$ cat src/rtl/inv_sqrt_arb_pkg.sv
// Shared types and helpers for the inverse-square-root arbiter.
package inv_sqrt_arb_pkg;

    typedef enum logic [1:0] {StIdle, StIssue, StWait, StReturn} state_t;

    localparam logic [15:0] DefaultSatValue = 16'h7FFF;

    // The core only handles strictly positive operands; zero or MSB-set are rejected.
    function automatic logic is_bad_operand(input logic [31:0] x, input int unsigned width);
        logic [31:0] msb;
        msb = x >> (width - 1);
        return (x == '0) || msb[0];
    endfunction

endpackage

$ cat src/rtl/inv_sqrt_arbiter_if.sv
// Requester and core-side signals of the shared fastInvSqrt arbiter.
interface inv_sqrt_arbiter_if #(
    parameter int unsigned NUM_REQ    = 3,
    parameter int unsigned DATA_WIDTH = 16
);
    logic [NUM_REQ-1:0]            req_valid;
    logic [NUM_REQ*DATA_WIDTH-1:0] req_data;
    logic [NUM_REQ-1:0]            req_ready;
    logic [NUM_REQ-1:0]            rsp_valid;
    logic [DATA_WIDTH-1:0]         rsp_data;
    logic                          rsp_err;
    logic [NUM_REQ-1:0]            rsp_ready;
    logic                          core_rst_n;
    logic [DATA_WIDTH-1:0]         core_data_in;
    logic                          core_valid_in;
    logic                          core_ready_in;
    logic [DATA_WIDTH-1:0]         core_data_out;
    logic                          core_valid_out;
    logic                          core_ready_out;
    logic                          busy;

    modport slave (
        input  req_valid, req_data, rsp_ready, core_ready_in, core_data_out, core_valid_out,
        output req_ready, rsp_valid, rsp_data, rsp_err, core_rst_n, core_data_in,
               core_valid_in, core_ready_out, busy
    );

    modport master (
        output req_valid, req_data, rsp_ready, core_ready_in, core_data_out, core_valid_out,
        input  req_ready, rsp_valid, rsp_data, rsp_err, core_rst_n, core_data_in,
               core_valid_in, core_ready_out, busy
    );
endinterface

$ cat src/rtl/rr_arbiter.sv
// Combinational round-robin arbiter: one-hot grant to the first request at or above ptr_i.
module rr_arbiter #(
    parameter int unsigned N    = 3,
    parameter int unsigned IdxW = (N > 1) ? $clog2(N) : 1
) (
    input  logic [N-1:0]    req_i,
    input  logic [IdxW-1:0] ptr_i,
    output logic [N-1:0]    gnt_o
);
    logic [IdxW-1:0] idx;
    logic            found;

    always_comb begin
        gnt_o = '0;
        idx   = '0;
        found = 1'b0;
        for (int unsigned k = 0; k < N; k++) begin
            idx = IdxW'((32'(ptr_i) + k) % N);
            if (!found && req_i[idx]) begin
                gnt_o[idx] = 1'b1;
                found      = 1'b1;
            end
        end
    end
endmodule

$ cat src/rtl/inv_sqrt_arbiter.sv
// Shares one fastInvSqrt core among NUM_REQ requesters, one operation in flight at a time,
// with operand screening and a watchdog that resets a hung core.
module inv_sqrt_arbiter
    import inv_sqrt_arb_pkg::*;
#(
    parameter int unsigned           NUM_REQ        = 3,
    parameter int unsigned           DATA_WIDTH     = 16,
    parameter int unsigned           TIMEOUT_CYCLES = 64,
    parameter logic [DATA_WIDTH-1:0] SAT_VALUE      = DATA_WIDTH'(DefaultSatValue)
) (
    input logic                clk,
    input logic                rst,
    inv_sqrt_arbiter_if.slave  bus
);
    localparam int unsigned IdxW = (NUM_REQ > 1) ? $clog2(NUM_REQ) : 1;
    localparam int unsigned CntW = (TIMEOUT_CYCLES > 1) ? $clog2(TIMEOUT_CYCLES) : 1;
    localparam logic [NUM_REQ-1:0] OneHot0 = NUM_REQ'(1);

    state_t                state_q;
    logic [IdxW-1:0]       owner_q, ptr_q, gnt_idx;
    logic [DATA_WIDTH-1:0] operand_q, rsp_data_q, operand_sel;
    logic                  rsp_err_q, core_rst_n_q, core_valid_in_q, core_ready_out_q, bad_sel;
    logic [CntW-1:0]       cnt_q;
    logic [NUM_REQ-1:0]    gnt, rsp_valid_q;

    rr_arbiter #(
        .N    (NUM_REQ),
        .IdxW (IdxW)
    ) u_rr (
        .req_i (bus.req_valid),
        .ptr_i (ptr_q),
        .gnt_o (gnt)
    );

    always_comb begin
        gnt_idx = '0;
        for (int unsigned i = 0; i < NUM_REQ; i++) begin
            if (gnt[i]) gnt_idx = IdxW'(i);
        end
        operand_sel = bus.req_data[gnt_idx*DATA_WIDTH +: DATA_WIDTH];
        bad_sel     = is_bad_operand(32'(operand_sel), DATA_WIDTH);
    end

    // Gated by rst so the requester side reads all-zero while the block is held in reset.
    assign bus.req_ready      = (state_q == StIdle && !rst) ? gnt : '0;
    assign bus.rsp_valid      = rsp_valid_q;
    assign bus.rsp_data       = rsp_data_q;
    assign bus.rsp_err        = rsp_err_q;
    assign bus.core_rst_n     = core_rst_n_q;
    assign bus.core_data_in   = operand_q;
    assign bus.core_valid_in  = core_valid_in_q;
    assign bus.core_ready_out = core_ready_out_q;
    assign bus.busy           = (state_q != StIdle);

    always_ff @(posedge clk or posedge rst) begin
        if (rst) begin
            state_q          <= StIdle;
            owner_q          <= '0;
            ptr_q            <= '0;
            operand_q        <= '0;
            rsp_data_q       <= '0;
            rsp_err_q        <= 1'b0;
            cnt_q            <= '0;
            rsp_valid_q      <= '0;
            core_rst_n_q     <= 1'b0;
            core_valid_in_q  <= 1'b0;
            core_ready_out_q <= 1'b0;
        end else begin
            core_rst_n_q <= 1'b1;
            unique case (state_q)
                StIdle: begin
                    if (|gnt) begin
                        owner_q   <= gnt_idx;
                        operand_q <= operand_sel;
                        if (bad_sel) begin
                            rsp_data_q  <= SAT_VALUE;
                            rsp_err_q   <= 1'b1;
                            rsp_valid_q <= gnt;
                            state_q     <= StReturn;
                        end else begin
                            core_valid_in_q <= 1'b1;
                            state_q         <= StIssue;
                        end
                    end
                end
                StIssue: begin
                    if (bus.core_ready_in) begin
                        core_valid_in_q  <= 1'b0;
                        core_ready_out_q <= 1'b1;
                        cnt_q            <= '0;
                        state_q          <= StWait;
                    end
                end
                StWait: begin
                    // A result arriving on the final watchdog cycle still wins.
                    if (bus.core_valid_out) begin
                        rsp_data_q       <= bus.core_data_out;
                        rsp_err_q        <= 1'b0;
                        rsp_valid_q      <= OneHot0 << owner_q;
                        core_ready_out_q <= 1'b0;
                        state_q          <= StReturn;
                    end else if (cnt_q == CntW'(TIMEOUT_CYCLES - 1)) begin
                        core_rst_n_q     <= 1'b0;
                        rsp_data_q       <= SAT_VALUE;
                        rsp_err_q        <= 1'b1;
                        rsp_valid_q      <= OneHot0 << owner_q;
                        core_ready_out_q <= 1'b0;
                        state_q          <= StReturn;
                    end else begin
                        cnt_q <= cnt_q + 1'b1;
                    end
                end
                StReturn: begin
                    if (bus.rsp_ready[owner_q]) begin
                        rsp_valid_q <= '0;
                        ptr_q       <= (owner_q == IdxW'(NUM_REQ - 1)) ? '0 : owner_q + 1'b1;
                        state_q     <= StIdle;
                    end
                end
            endcase
        end
    end
endmodule

$ cat src/flat_wrapper.sv
// flat-port wrapper written by rule: the top's interface ports become plain ports
module inv_sqrt_arbiter_flat import inv_sqrt_arb_pkg::*;
#(
    parameter int unsigned           NUM_REQ        = 3,
    parameter int unsigned           DATA_WIDTH     = 16,
    parameter int unsigned           TIMEOUT_CYCLES = 64,
    parameter logic [DATA_WIDTH-1:0] SAT_VALUE      = DATA_WIDTH'(DefaultSatValue)
)
  (clk, rst, bus_req_valid, bus_req_data, bus_rsp_ready, bus_core_ready_in, bus_core_data_out, bus_core_valid_out, bus_req_ready, bus_rsp_valid, bus_rsp_data, bus_rsp_err, bus_core_rst_n, bus_core_data_in, bus_core_valid_in, bus_core_ready_out, bus_busy);
  inv_sqrt_arbiter_if #(.NUM_REQ(NUM_REQ), .DATA_WIDTH(DATA_WIDTH)) bus_i ();
  input logic clk;
  input logic rst;
  input wire logic [$bits(bus_i.req_valid)-1:0] bus_req_valid;
  input wire logic [$bits(bus_i.req_data)-1:0] bus_req_data;
  input wire logic [$bits(bus_i.rsp_ready)-1:0] bus_rsp_ready;
  input wire logic [$bits(bus_i.core_ready_in)-1:0] bus_core_ready_in;
  input wire logic [$bits(bus_i.core_data_out)-1:0] bus_core_data_out;
  input wire logic [$bits(bus_i.core_valid_out)-1:0] bus_core_valid_out;
  output wire logic [$bits(bus_i.req_ready)-1:0] bus_req_ready;
  output wire logic [$bits(bus_i.rsp_valid)-1:0] bus_rsp_valid;
  output wire logic [$bits(bus_i.rsp_data)-1:0] bus_rsp_data;
  output wire logic [$bits(bus_i.rsp_err)-1:0] bus_rsp_err;
  output wire logic [$bits(bus_i.core_rst_n)-1:0] bus_core_rst_n;
  output wire logic [$bits(bus_i.core_data_in)-1:0] bus_core_data_in;
  output wire logic [$bits(bus_i.core_valid_in)-1:0] bus_core_valid_in;
  output wire logic [$bits(bus_i.core_ready_out)-1:0] bus_core_ready_out;
  output wire logic [$bits(bus_i.busy)-1:0] bus_busy;
  assign bus_i.req_valid = bus_req_valid;
  assign bus_i.req_data = bus_req_data;
  assign bus_i.rsp_ready = bus_rsp_ready;
  assign bus_i.core_ready_in = bus_core_ready_in;
  assign bus_i.core_data_out = bus_core_data_out;
  assign bus_i.core_valid_out = bus_core_valid_out;
  assign bus_req_ready = bus_i.req_ready;
  assign bus_rsp_valid = bus_i.rsp_valid;
  assign bus_rsp_data = bus_i.rsp_data;
  assign bus_rsp_err = bus_i.rsp_err;
  assign bus_core_rst_n = bus_i.core_rst_n;
  assign bus_core_data_in = bus_i.core_data_in;
  assign bus_core_valid_in = bus_i.core_valid_in;
  assign bus_core_ready_out = bus_i.core_ready_out;
  assign bus_busy = bus_i.busy;
  inv_sqrt_arbiter #(.NUM_REQ(NUM_REQ), .DATA_WIDTH(DATA_WIDTH), .TIMEOUT_CYCLES(TIMEOUT_CYCLES), .SAT_VALUE(SAT_VALUE)) u_core (.clk(clk), .rst(rst), .bus(bus_i));
endmodule
$ cat config.mk
export PLATFORM = sky130hd
export DESIGN_NAME = inv_sqrt_arbiter_flat
export DESIGN_NICKNAME = d
export VERILOG_FILES = /design/src/rtl/inv_sqrt_arb_pkg.sv /design/src/rtl/inv_sqrt_arbiter_if.sv /design/src/rtl/rr_arbiter.sv /design/src/rtl/inv_sqrt_arbiter.sv /design/src/flat_wrapper.sv
export SDC_FILE = /design/constraint.sdc
export NUM_CORES = 1
export LEC_CHECK = 0
export CAP_MARGIN = 20
export CORE_MARGIN = 2
export CORE_UTILIZATION = 50
export CTS_CLUSTER_DIAMETER = 200
export CTS_CLUSTER_SIZE = 16
export DETAILED_ROUTE_END_ITERATION = 10
export DONT_BUFFER_PORTS = 1
export SLEW_MARGIN = 40
export SYNTH_ARGS = -nofsm -noshare
export SYNTH_HDL_FRONTEND = slang
export SYNTH_SLANG_ARGS = --single-unit
$ cat constraint.sdc
create_clock -name clk -period 5.6 [get_ports clk]
set_clock_uncertainty 0.2 [all_clocks]
set_input_delay 1.12 -clock clk [delete_from_list [all_inputs] [get_ports clk]]
set_output_delay 1.12 -clock clk [all_outputs]
set_load 0.05 [all_outputs]
=== After elaboration in Yosys (flattened, before gate mapping) ===
Cells that the tools add are included.

* Output and inout bits: 43
* Logic and storage cells: 129
* Register bits after elaboration: 51
* Bits of input ports: 74

* Reduce and logical (&&, ||, !) cells: 26
* $add $sub $neg: 4
* Magnitude comparators: 7
* Eq/ne operators: 13
* Bitwise gates (word level): 2
* Shifts and indexed selects: 2
* Multiplexer cells: 61
* Div/mod/pow operators: 3

{| class="wikitable"
|+ Operators by type and width
! operator !! count
|-
| modulo 32 x 2 -> 32 bit (second input constant) || 2
|-
| two-way mux 16 bit || 4
|-
| variable part select 48 x 7 -> 16 bit || 1
|-
| modulo 2 x 2 -> 32 bit (second input constant) || 1
|-
| case mux 16 bit (2 select lines) || 1
|-
| two-way mux 3 bit || 9
|-
| two-way mux 1 bit || 23
|-
| two-way mux 6 bit || 3
|-
| logical NOT 16 bit || 1
|-
| two-way mux 2 bit || 8
|-
| AND reduction 4 bit || 4
|-
| less-than comparator 2 x 3 -> 1 bit (second input constant) || 4
|-
| case mux 6 bit (2 select lines) || 1
|-
| inequality test 2 bit (second input constant) || 5
|-
| case mux 3 bit (3 select lines) || 1
|-
| binary-select mux 1 bit (select 2 bit) || 4
|-
| case mux 2 bit (4 select lines) || 1
|-
| nonzero test 2 bit || 4
|-
| adder 6 x 1 -> 6 bit (second input constant) || 1
|-
| demux 1 bit (select 2 bit) || 3
|-
| equality test 2 bit (second input constant) || 3
|-
| equality test 6 bit (second input constant) || 1
|-
| greater-or-equal comparator 2 x 1 -> 1 bit (second input constant) || 3
|-
| logical AND 1 bit || 6
|-
| other kinds (17) || 24
|}

=== Logic depth before layout (Yosys ltp) ===
* Depth after elaboration: 18
* Depth in mapped cells: 12
* Gate-level depth less buffers: 10

=== Hierarchy ===
Synthesis repeated with hierarchy kept, for this count alone.

* Cells, all modules: 306
* Area total of the unflattened synthesis: 3017.9 um^2

{| class="wikitable"
|+ Modules (own cells, without submodules)
! module !! times used !! seq. area each (um^2) !! area an instance (um^2) !! cells an instance
|-
| inv_sqrt_arbiter || 1 || 1276.2 || 2745.1 || 270
|-
| rr_arbiter || 1 || 0.0 || 272.8 || 36
|}

=== Least setup slack after synthesis ===
Ideal clock, no wire load.

* Kind: input-to-output
* Start point: input port rst
* End point: output port bus_req_ready[0]
* Slack: 1.158 ns
* Path buffers: 0
* Arrival time: 3.122 ns
* Data required time: 4.280 ns
* Stages on the path: 3
* Cell sequence: inv_1 > nand2_1 > nor2_1

* Cells in the longest elaborated chain, start to end: 3

{| class="wikitable"
|+ RTL lines
! element !! line !! RTL
|-
| from (decl) || flat_wrapper.sv:12 || <nowiki>input logic rst;</nowiki>
|-
| logical NOT 1 bit || inv_sqrt_arbiter.sv:45 || <nowiki>assign bus.req_ready = (state_q == StIdle && !rst) ? gnt : '0;</nowiki>
|-
| logical AND 1 bit || inv_sqrt_arbiter.sv:45 ||
|-
| two-way mux 3 bit || inv_sqrt_arbiter.sv:45 ||
|-
| to (decl) || flat_wrapper.sv:19 || <nowiki>output wire logic [$bits(bus_i.req_ready)-1:0] bus_req_ready;</nowiki>
|}

No other way between the ends.

=== Worst setup path in the final report ===
* Start point: register u_core.ptr_q[1]
* End point: register u_core.rsp_valid_q[2] (netlist: u_core.bus.rsp_valid[2])

* Cells in the longest elaborated chain, start to end: 17
* Elaborated cells between the ends (all ways): 49
* Classes of those cells: add/sub: 2; div: 3; order compare: 6; eq/ne: 2; shift: 1; mux: 22; bitwise: 2; reduce/logical: 11

{| class="wikitable"
|+ RTL lines
! element !! line !! RTL
|-
| from (decl) || inv_sqrt_arbiter.sv:20 || <nowiki>logic [IdxW-1:0] owner_q, ptr_q, gnt_idx;</nowiki>
|-
| from (signal assigned) || inv_sqrt_arbiter.sv:116 || <nowiki>ptr_q <= (owner_q == IdxW'(NUM_REQ - 1)) ? '0 : owner_q + 1'b1;</nowiki>
|-
| adder 2 x 1 -> 3 bit / modulo 2 x 2 -> 32 bit (equally long branches) || rr_arbiter.sv:18 || <nowiki>idx = IdxW'((32'(ptr_i) + k) % N);</nowiki>
|-
| modulo 32 x 2 -> 32 bit, or another cell as far along || rr_arbiter.sv:18 ||
|-
| less-than comparator 2 x 3 -> 1 bit (implied by the code), or another cell as far along || rr_arbiter.sv:20 || <nowiki>gnt_o[idx] = 1'b1;</nowiki>
|-
| logical AND 1 bit (implied by the code), or another cell as far along || rr_arbiter.sv:20 ||
|-
| two-way mux 1 bit (implied by the code), or another cell as far along || rr_arbiter.sv:20 ||
|-
| demux 1 bit (select 2 bit), or another cell as far along || rr_arbiter.sv:20 ||
|-
| bitwise OR 3 bit (no line) / two-way mux 1 bit (equally long branches) || - ||
|-
| two-way mux 3 bit / logical NOT 1 bit (equally long branches) || rr_arbiter.sv:19 || <nowiki>if (!found && req_i[idx]) begin</nowiki>
|-
| bitwise OR 3 bit (no line) / logical AND 1 bit (equally long branches) || - ||
|-
| two-way mux 3 bit (*) || rr_arbiter.sv:19 ||
|-
| two-way mux 1 bit || inv_sqrt_arbiter.sv:38 || <nowiki>if (gnt[i]) gnt_idx = IdxW'(i);</nowiki>
|-
| two-way mux 2 bit || inv_sqrt_arbiter.sv:38 ||
|-
| variable part select 48 x 7 -> 16 bit || inv_sqrt_arbiter.sv:40 || <nowiki>operand_sel = bus.req_data[gnt_idx*DATA_WIDTH +: DATA_WIDTH];</nowiki>
|-
| logical NOT 16 bit || inv_sqrt_arb_pkg.sv:12 || <nowiki>return (x == '0) || msb[0];</nowiki>
|-
| logical OR 1 bit || inv_sqrt_arb_pkg.sv:12 ||
|-
| inequality test 2 x 1 -> 1 bit (no line) || - ||
|-
| AND reduction 5 bit (no line) || - ||
|-
| to (signal assigned) || inv_sqrt_arbiter.sv:78 || <nowiki>rsp_valid_q <= gnt;</nowiki>
|-
| to (signal assigned) || inv_sqrt_arbiter.sv:99 || <nowiki>rsp_valid_q <= OneHot0 << owner_q;</nowiki>
|-
| to (signal assigned) || inv_sqrt_arbiter.sv:106 || <nowiki>rsp_valid_q <= OneHot0 << owner_q;</nowiki>
|-
| to (decl) || inv_sqrt_arbiter.sv:24 || <nowiki>logic [NUM_REQ-1:0] gnt, rsp_valid_q;</nowiki>
|}

Mark *: on every way between the ends. The rest lies on a longest branch, timed or not. The select of a mux whose other input is x is not followed.
A chain may end at the register's enable or synchronous reset.

==> metrics.md <==
| Metric | Value |
|---|---|
| Worst path required time | `5.59 ns` |
| CP bufs+invs | `2` |
| # hold bufs at CTS | `0` |
| Fin. Hold Viols | `0` |
| Synth cell count leaders | `51 x dfrtp_1, 45 x nor2_1, 38 x nand2_1` |
| Vias | `2833` |
| Crit-path slowest cell | `a2111o_1` |
| Area delta synth->final | `4.68%` |
| Unique masters post-synth | `50` |
| # resized after CTS | `0` |
| Number of synthesized flops with an enable pin | `0` |
| RSZ-0062 raised after global routing | `false` |
| CTS Buf Count | `5` |
| Sequential area share after synthesis | `38.5%` |
| CTS tree | `yes` |
| Net switching power | `0.00146 W` |
| Vias in the first global route | `2836` |
| Longest Clk Path Bufs | `2` |
| Post-Syn Area | `3310 µm²` |
| Crit-path most repeated cell | `mux2_1` |
| PortBufs | `0` |
| Syn avg cell area | `8.54 µm²` |
| Overall global routing resource usage | `23.2%` |
| Root Driver | `clkbuf_8` |
| Worst vdd ir | `0.000467 V` |
| Core Box Area | `6390 µm²` |
| DRC | `0` |
| Part of the power in registers | `43.7%` |
| Initial drt markers | `94` |
| Final Instance Count excl. Fillers | `453` |
| Initial antenna violation count | `0` |
| Crit path arrival time | `3.78 ns` |
| Combinational share of power | `47.4%` |
| Final setup vio count | `0` |
| CP top delay family | `compound AO/OA/AOI/OAI gates` |
| Setup ws final | `1.81 ns` |
| Hold Crit Class | `flop to flop` |
| ANT nets after route | `0` |
| Syn nets | `471` |
| CP Capture Type | `flop` |
| Cell taking the most area after synthesis | `dfrtp_1` |
| Htree depth | `2` |
| Total negative slack | `0 ns` |
| Placed cells | `445` |
| Net switching share of the total power | `56.0%` |
| Synth top area cells | `dfrtp_1 39%, mux2i_1 5.7%, nor2_1 5.1%, a21oi_1 5.0%, o21ai_0 4.7%` |
| Post-Syn Instances | `388` |
| Synth async-reset ratio | `100%` |
| Slowest stage delay, CP | `0.53 ns` |
| Crit-path cells | `inv_1, ha_1, mux2i_2, nor2_1, a32oi_2, buf_4, mux2_1, a32o_1, a2111o_1, mux2_1` |
| Share of layout cells above drive strength 1 | `9.84%` |
| Dpl hpwl | `6160 µm` |
| Most numerous cell in the Yosys netlist | `dfrtp_1` |
| Starting density of the core | `51.9%` |
| Synth Register Bits | `51` |
| Clock Sinks | `51` |
| Clk slew on worst S/H paths | `0.09 ns` |
| CP startpoint kind | `flop` |
| Worst-Margin Slew | `0.673 ns` |
| Post-synth top area share | `38.5%` |
| Final #Nets | `458` |
| Largest net degree at the start of global routing | `52` |
| Max Clk Rate | `264 MHz` |
| First-pass GRT wire length | `13800 µm` |
| GP Congestion | `0.847` |
| Die height | `85.4 µm` |
| Slew headroom | `55.1%` |
| MaxCap Viol Count | `0` |
| P_int | `0.00115 W` |
| Skew-Pair Late Insertion Delay | `0.30 ns` |
| Post-Route WL | `8370 µm` |
| I/O pin total | `117` |
| Period utilisation layout | `67.8%` |
| WL per Instance | `18.5 µm` |
| Setup Buffers After CTS | `0` |
| Final Max Tran Viols | `0` |
| Top FF cell, synth | `dfrtp_1` |
| Rows | `29` |
| Critical-path maximum fanout | `21` |
| Pre-CTS WS | `1.55 ns` |
| Die X | `85.4 µm` |
| PD cells | `751 nW/µm²` |
| Tmin final | `3.79 ns` |
| DR pass1 iterations | `4` |
| Diodes inserted | `0` |
| Fill cells | `599` |
| GRT overflow | `0` |
| Routed via count divided by cell count | `6.25` |
| Pleak | `1.49 nW` |
| Die area | `7300 µm²` |
| Clk pwr share | `9.0%` |
| Outcome | `finished, final reports clean` |
| Kind of critical path | `flop to flop` |
| Yosys warns | `0` |
[cell usage in the layout (no fill, tap or decap), drive strengths merged, types with 6 or more instances in the layout]
cell	instances
ha	9
nand2	38
nor2	45
or2	12
nor2b	6
a21oi	33
mux2	7
clkbuf	7
nand2b	8
dfrtp	51
inv	10
nor4	9
mux2i	20
a221o	13
a211oi	12
o21ai	33
nand4	6
nand3	9
[worst paths after layout]
| check | from | to | slack [ns] | cells after the start |
|---|---|---|---|---|
| setup / recovery | u_core.ptr_q[1] | u_core.bus.rsp_valid[2] | 1.81 | 10 |
| hold / removal | u_core.cnt_q[5] | u_core.cnt_q[5] | 0.36 | 2 |
| setup reg to reg | u_core.ptr_q[1] | u_core.bus.rsp_valid[2] | 1.81 | 10 |
| hold reg to reg | u_core.cnt_q[5] | u_core.cnt_q[5] | 0.36 | 2 |
| max in group asynchronous | rst | u_core.bus.rsp_data[15] | 4.09 | 2 |
| min in group asynchronous | rst | u_core.state_q[1] | 0.69 | 2 |
[per-layer routing]
metal  vias up  share of wire, %  track usage (%)
met5         -                 0                0
li1       1386                 -                -
met3        10               8.9             6.23
met1      1331                41             29.1
met2       106                49             39.6
met4         0               1.1             6.06
[state kept, by name, indices dropped and copies added (netlist names)]
register and cells:
u_core.cnt_q 6, u_core.ptr_q 2, u_core.bus.rsp_data 16, u_core.bus.core_ready_out 1, u_core.bus.core_data_in 16, u_core.bus.core_rst_n 1
u_core.bus.rsp_err 1, u_core.owner_q 2, u_core.bus.core_valid_in 1, u_core.bus.rsp_valid 3, u_core.state_q 2
[power by group through the flow]
stage               Clock (W)  Combinational, W  Sequential, W
finish               0.000234           0.00123        0.00114
global route         0.000257           0.00140        0.00116
floorplan                   0           0.00103        0.00110
global placement            0           0.00119        0.00114
CTS                  0.000240           0.00124        0.00114
detailed placement          0           0.00124        0.00115
[cells by family (layout without fill, tap and decap cells)]
group	Yosys count	count (layout)	share of synthesized area (%)
adder cells (fa/ha/maj)	9	9	3.40
XOR/XNOR	2	2	0.529
AO/OA/AOI/OAI	118	118	23.6
flip-flops	51	51	38.5
buffers and inverters	34	22	4.08
multiplexers	27	27	8.53
AND/OR/NAND/NOR	147	147	21.4
[worst reg2reg max path, stage by stage, from the launching register on]
cell and delay (ns):
dfrtp_1 0.43, inv_1 0.09, ha_1 0.34, mux2i_2 0.33, nor2_1 0.13, a32oi_2 0.16
buf_4 0.34, mux2_1 0.38, a32o_1 0.43, a2111o_1 0.53, mux2_1 0.33
[area by class of cell]
cell class,instances,area [µm²],share of cell area [%]
Tap cell,77,96.3,2.78
Inverter,10,37.5,1.08
Multi-Input combinational cell,303,1930,55.5
Sequential cell,51,1280,36.8
Clock inverter,1,7.51,0.216
Timing Repair Buffer,4,30.0,0.865
Clock buffer,7,96.3,2.78
[metrics by stage]
step	total power [W]	utilization [%]	hold WS (ns)	instance area, µm²
6_report	0.00260	54.3	0.360	3470
5_1_grt	0.00282	54.3	0.406	3470
4_1_cts	0.00262	54.2	0.365	3460
3_5_place_dp	0.00238	52.6	0.347	3360
3_3_place_gp	0.00234	52.4	0.346	3350
2_1_floorplan	0.00213	-	0.315	3310
Note: power is estimated with default switching activity, not from simulation.
